File: src/rtl/cdr_tx_framer.sv
// cdr_tx_framer: NRZ serial transmitter emitting a training preamble, a sync word, then
// 2-bit-header framed slots carrying user words or PRBS7 fill for CDR lock.
module cdr_tx_framer #(
  parameter int WIDTH = 8,
  parameter int TRAIN_BITS = 64,
  parameter logic [WIDTH-1:0] SYNC_WORD = 'h47
) (
  input  logic             i_refclk,
  input  logic             i_rst_n,
  input  logic             i_enable,
  input  logic [WIDTH-1:0] i_tx_data,
  input  logic             i_tx_valid,
  output logic             o_tx_ready,
  output logic             o_sdata,
  output logic             o_frame_start,
  output logic             o_locked_phase
);
  localparam int CW = $clog2(TRAIN_BITS + WIDTH + 2);
  typedef enum logic [1:0] {IDLE, TRAIN, SYNC, DATA} state_t;
  state_t           r_state;
  logic [CW-1:0]    r_cnt;
  logic [WIDTH-1:0] r_shift;
  logic [6:0]       r_lfsr;
  logic             r_is_data, r_sdata, r_fs;
  logic             w_last, w_accept;
  assign w_last = (r_state == SYNC && r_cnt == CW'(WIDTH - 1)) ||
                  (r_state == DATA && r_cnt == CW'(WIDTH + 1));
  assign o_tx_ready = w_last && i_enable;
  assign w_accept = o_tx_ready && i_tx_valid;
  assign o_sdata = r_sdata;
  assign o_frame_start = r_fs;
  assign o_locked_phase = r_state == SYNC || r_state == DATA;
  always_ff @(posedge i_refclk or negedge i_rst_n) begin
    if (!i_rst_n) begin
      r_state   <= IDLE;
      r_cnt     <= '0;
      r_shift   <= '0;
      r_lfsr    <= 7'h7F;
      r_is_data <= 1'b0;
      r_sdata   <= 1'b0;
      r_fs      <= 1'b0;
    end else begin
      r_fs <= 1'b0;
      // every sync/slot end decides the next slot kind, or stops
      if (w_last) begin
        r_cnt <= '0;
        if (w_accept) begin
          r_state   <= DATA;
          r_shift   <= i_tx_data;
          r_is_data <= 1'b1;
          r_sdata   <= 1'b1;
          r_fs      <= 1'b1;
        end else if (i_enable) begin
          r_state   <= DATA;
          r_is_data <= 1'b0;
          r_sdata   <= 1'b0;
          r_fs      <= 1'b1;
        end else begin
          r_state <= IDLE;
          r_sdata <= 1'b0;
        end
      end else begin
        case (r_state)
          IDLE: begin
            r_cnt   <= '0;
            r_sdata <= i_enable;
            if (i_enable) r_state <= TRAIN;
          end
          TRAIN: begin
            if (r_cnt == CW'(TRAIN_BITS - 1)) begin
              r_cnt   <= '0;
              r_state <= i_enable ? SYNC : IDLE;
              r_sdata <= i_enable && SYNC_WORD[WIDTH-1];
              r_fs    <= i_enable;
              r_shift <= SYNC_WORD << 1;
            end else begin
              r_cnt   <= r_cnt + CW'(1);
              r_sdata <= ~r_sdata;
            end
          end
          SYNC: begin
            r_cnt   <= r_cnt + CW'(1);
            r_sdata <= r_shift[WIDTH-1];
            r_shift <= r_shift << 1;
          end
          default: begin
            r_cnt <= r_cnt + CW'(1);
            if (r_cnt == '0) begin
              r_sdata <= ~r_is_data;
            end else if (r_is_data) begin
              r_sdata <= r_shift[WIDTH-1];
              r_shift <= r_shift << 1;
            end else begin
              // PRBS7 x^7+x^6+1, stepped only on fill payload bits
              r_sdata <= r_lfsr[6];
              r_lfsr  <= {r_lfsr[5:0], r_lfsr[6] ^ r_lfsr[5]};
            end
          end
        endcase
      end
    end
  end
endmodule
File: config.mk
export PLATFORM = sky130hd
export DESIGN_NAME = cdr_tx_framer
export DESIGN_NICKNAME = d
export VERILOG_FILES = /design/src/rtl/cdr_tx_framer.sv
export SDC_FILE = /design/constraint.sdc
export NUM_CORES = 1
export LEC_CHECK = 0
export ABC_AREA = 1
export CAP_MARGIN = 20
export CORE_MARGIN = 2
export CORE_UTILIZATION = 45
export DETAILED_ROUTE_END_ITERATION = 7
export HOLD_SLACK_MARGIN = 0.05
export PLACE_DENSITY = 0.66
export SETUP_SLACK_MARGIN = 0.5
export SLEW_MARGIN = 20
export SYNTH_ARGS = -nofsm -noshare
export SYNTH_HDL_FRONTEND = slang
export SYNTH_SLANG_ARGS = --single-unit
File: constraint.sdc
create_clock -name i_refclk -period 1.9 [get_ports i_refclk]
set_input_delay 0.38 -clock i_refclk [delete_from_list [all_inputs] [get_ports i_refclk]]
set_output_delay 0.38 -clock i_refclk [all_outputs]
set_load 0.05 [all_outputs]
==> implementation parameters <==
Parameter                              Value

Status
  Run status ... finished, violations left
  Failing checks ... negative setup slack

Clocking
  Clk Tree Root Cell ... sky130_fd_sc_hd__clkbuf_4
  Deepest clock path buffer count ... 2
  Clock tree sinks ... 27
  Cts bufs inserted ... 3
  Source-to-sink clock delay at the later pin of the worst-skew pair ... 0.33 ns
  Clock input transition at the sequential cells of the worst setup and hold paths ... 0.16 ns
  TritonCTS clock tree ... done
  H-tree depth ... 1
  Number of hold-repair buffers added at the cts stage ... 0

Power
  PD cells ... 410 nW/um^2
  Reported leakage power ... 1.01 nW
  Post-layout power ... 0.893 mW
  Largest vdd supply drop ... 0.287 mV

Yosys
  Primary FF master, synth ... sky130_fd_sc_hd__dfrtp_1
  Library cell with the largest summed area after synthesis ... sky130_fd_sc_hd__dfrtp_1
  Post-Syn Nets ... 210
  Average size of a mapped cell ... 8.22 um^2
  EDFF count, synth ... 0
  Dominant cell by count in the synthesized netlist ... sky130_fd_sc_hd__nand2_1
  Cell area after technology mapping ... 1570 um^2
  Yosys top cell area share ... 31.9%
  Largest cells by area after synthesis ... sky130_fd_sc_hd__dfrtp_1 (32%), sky130_fd_sc_hd__nand2_1 (13%), sky130_fd_sc_hd__dfstp_2 (12%)
  Total of warnings raised by yosys ... 0
  Gate count of the mapped netlist ... 191
  Post-synthesis sequential element count ... 27
  Fraction of registers with async set or reset after synthesis ... 100%
  Cell variety after synth ... 27
  Fraction of the yosys area taken by sequential cells ... 43.6%
  Leading post-synthesis cells by instance count ... sky130_fd_sc_hd__nand2_1 (55), sky130_fd_sc_hd__nand3_1 (22), sky130_fd_sc_hd__dfrtp_1 (20)

Setup path
  Worst reg2reg startpoint ... r_state[0]$_DFFE_PN0P_
  Data arrival time at the worst-slack endpoint ... 2.19 ns
  Crit-path cells ... inv_2 -> ha_4 -> nand3_2 -> nand2_2 -> nand3_4 -> nor2_4 -> buf_4 -> buf_6 -> buf_6 -> buf_4 -> nand2_4 -> nand2_4 -> nand2_4 -> nand2_1 -> nand2_1
  Cell with the largest stage delay on the worst path ... sky130_fd_sc_hd__dfrtp_2
  Most frequent CP cell ... sky130_fd_sc_hd__nand2_4
  Kind of critical path ... reg -> reg
  FF-to-FF path depth ... 15
  Reg-to-reg critical path endpoint ... r_shift[1]$_DFFE_PN0P_
  WP data required ... 2.14 ns
  Largest driver fanout on the critical path ... 8
  Slack of the worst reg-to-reg path ... -0.06 ns
  Critical Path End Type ... register
  Startpoint Class ... register
  Highest cell delay on the worst timing path ... 0.47 ns

Cells and area
  Fill cells ... 278
  Design Area, Final ... 2180 um^2
  Layout area overhead ... 38.7%
  Utilization after layout ... 65.3%
  NumNets Final ... 255
  Diode count ... 0
  Fraction of final layout cells sized beyond drive strength 1 ... 36.6%

Global routing
  Pin count of the biggest net entering global routing ... 28
  Global-route wire length before repair ... 6.57 mm
  GRT Resource Usage Total ... 20.4%
  Initial antenna violation count ... 0
  Sum of overflow across all layers after global routing ... 0
  Via count of the first global-routing pass ... 1467

Flow run
  Number of max-capacitance violations reported ... 0

Route
  Vias after detailed routing ... 1391
  Final wirelength ... 3.64 mm
  Routed len/inst ... 13.0 um
  Number of nets with antenna violations after routing ... 0
  DRC violation count after routing ... 0
  Initial drt markers ... 103
  Avg Vias per Cell ... 4.95
  Number of iterations in the first detailed-routing pass ... 6

STA
  Hold Vio Cnt, Final ... 0
  Number of setup violations in the final report ... 9
  Final clock skew ... 0.00550 ns
  Period utilization ... 103%
  Final worst-path setup slack ... -0.0559 ns
  Setup repair after global routing missed its margin ... yes
  Pins Over Slew Limit ... 0
  Total negative slack for setup checks ... -0.372 ns
  Minimum clock period after layout ... 1.96 ns
  Worst Max-Slew Pin Slew ... 0.343 ns
  Max-Slew Margin vs Limit ... 77.1%
  Timing-limited maximum frequency ... 511 MHz

Floorplan
  Number of core rows ... 21
  Area inside the core boundary ... 3340 um^2
  Die Span X ... 63.1 um
  Top-level port count ... 16
  Initial Util ... 47.1%
  Area of the die ... 3980 um^2
  Chip Height ... 63.1 um

Place
  Port Buffer Count ... 15
  Final estimated routing congestion in global placement ... 0.865
  Cell area after placement ... 1870 um^2
  Pre-CTS setup slack ... 0.141 ns
  Detail Placement HPWL ... 2.33 mm

Min path
  Hold Path Class ... in -> async
layout by cell type (no fill, tap or decap), types with 2 or more instances in the layout:
cell | netlist | routed
sky130_fd_sc_hd__inv_2 | 2 | 6
sky130_fd_sc_hd__ha_2 | 0 | 2
sky130_fd_sc_hd__buf_6 | 3 | 2
sky130_fd_sc_hd__clkdlybuf4s50_1 | 0 | 11
sky130_fd_sc_hd__nand4_4 | 1 | 2
sky130_fd_sc_hd__nor2_1 | 18 | 17
sky130_fd_sc_hd__nand2_1 | 55 | 50
sky130_fd_sc_hd__nand2_2 | 2 | 4
sky130_fd_sc_hd__nand3_1 | 22 | 19
sky130_fd_sc_hd__o21ai_1 | 10 | 9
sky130_fd_sc_hd__dfrtp_1 | 20 | 17
sky130_fd_sc_hd__nand2_4 | 4 | 8
sky130_fd_sc_hd__dfrtp_2 | 0 | 3
sky130_fd_sc_hd__nor3b_2 | 0 | 3
sky130_fd_sc_hd__xor2_1 | 2 | 2
sky130_fd_sc_hd__nand3_2 | 1 | 3
sky130_fd_sc_hd__inv_1 | 19 | 15
sky130_fd_sc_hd__dfstp_2 | 7 | 7
sky130_fd_sc_hd__ha_4 | 0 | 4
sky130_fd_sc_hd__clkbuf_4 | 0 | 4
sky130_fd_sc_hd__o21ai_0 | 2 | 2
sky130_fd_sc_hd__nor2_4 | 1 | 3
sky130_fd_sc_hd__a21oi_1 | 2 | 2
sky130_fd_sc_hd__buf_4 | 0 | 22
sky130_fd_sc_hd__buf_12 | 0 | 2
sky130_fd_sc_hd__a21oi_2 | 3 | 3
layout make-up:
type	instances	area [um^2]	area share (%)
clock buffer	3	22.5	1.03
sequential	27	688	31.6
tap	46	57.6	2.64
inverter	21	78.8	3.62
clock inverter	1	7.51	0.345
timing repair buffer	40	365	16.8
multi-input combinational	143	958	44.0
state kept, by name (all words and copies together) (netlist names):
name and flops:
o_frame_start 1, o_sdata 1, r_cnt 7, r_is_data 1, r_lfsr 7, r_shift 8
r_state 2
metrics by stage:
stage               hold slack, ns  std cells
floorplan                   0.0844        191
finish                       0.390        281
CTS                          0.395        279
global route                 0.392        281
detailed placement           0.468        255
global placement             0.456        255
logic make-up (layout without fill, tap and decap cells):
kind of cell             count (synthesis)  in the layout  share of synthesized area, %
AO/OA/AOI/OAI                           20             20                          7.65
XOR/XNOR                                 3              3                          1.67
AND/OR/NAND/NOR                        110            113                          34.3
flip-flops                              27             27                          43.6
adder cells (fa/ha/maj)                  7              7                          5.58
buffers and inverters                   24             65                          7.17
layer usage:
metal / vias up / wire length, um / global-route usage, %
met3: 6 / 126 / 3.39
met2: 35 / 1820 / 34.3
met1: 652 / 1650 / 27.4
li1: 698 / - / -
met4: 0 / 45 / 5.00
met5: - / 0 / 0
where the power goes:
group          leakage [nW]  switching, mW  internal (mW)
Clock                0.0139          0.181         0.0805
Combinational         0.673         0.0268         0.0245
Sequential            0.323        0.00212          0.578
Total                  1.01          0.210          0.683
worst max-delay path by stage:
stage / start / endpoint / slack [ns] / cells after the start
after detailed placement: i_enable / r_shift[7]$_DFFE_PN0P_ / 0.14 / 8
after floorplan: r_state[0]$_DFFE_PN0P_ / r_shift[7]$_DFFE_PN0P_ / 0.15 / 11
after global routing: r_state[0]$_DFFE_PN0P_ / o_tx_ready / -0.14 / 7
after global placement: i_enable / r_shift[0]$_DFFE_PN0P_ / 0.17 / 8
after CTS: r_state[0]$_DFFE_PN0P_ / o_tx_ready / -0.05 / 7
final: r_state[0]$_DFFE_PN0P_ / r_shift[1]$_DFFE_PN0P_ / -0.06 / 15
critical path, delay by kind of cell, from the launching register on:
kind                     cells  cell delay (ns)
buffers and inverters        5             0.47
AND/OR/NAND/NOR              9             0.76
adder cells (fa/ha/maj)      1             0.14
flip-flops                   1             0.47
repair_timing:
action / in CTS / in global routing
gates cloned: 3 / 0
setup buffers: 17 / 2
gates resized for setup: 37 / 2
pin swaps: 10 / 0
setup endpoints to repair: 31 / 30
(Power assumes the default switching activity.)
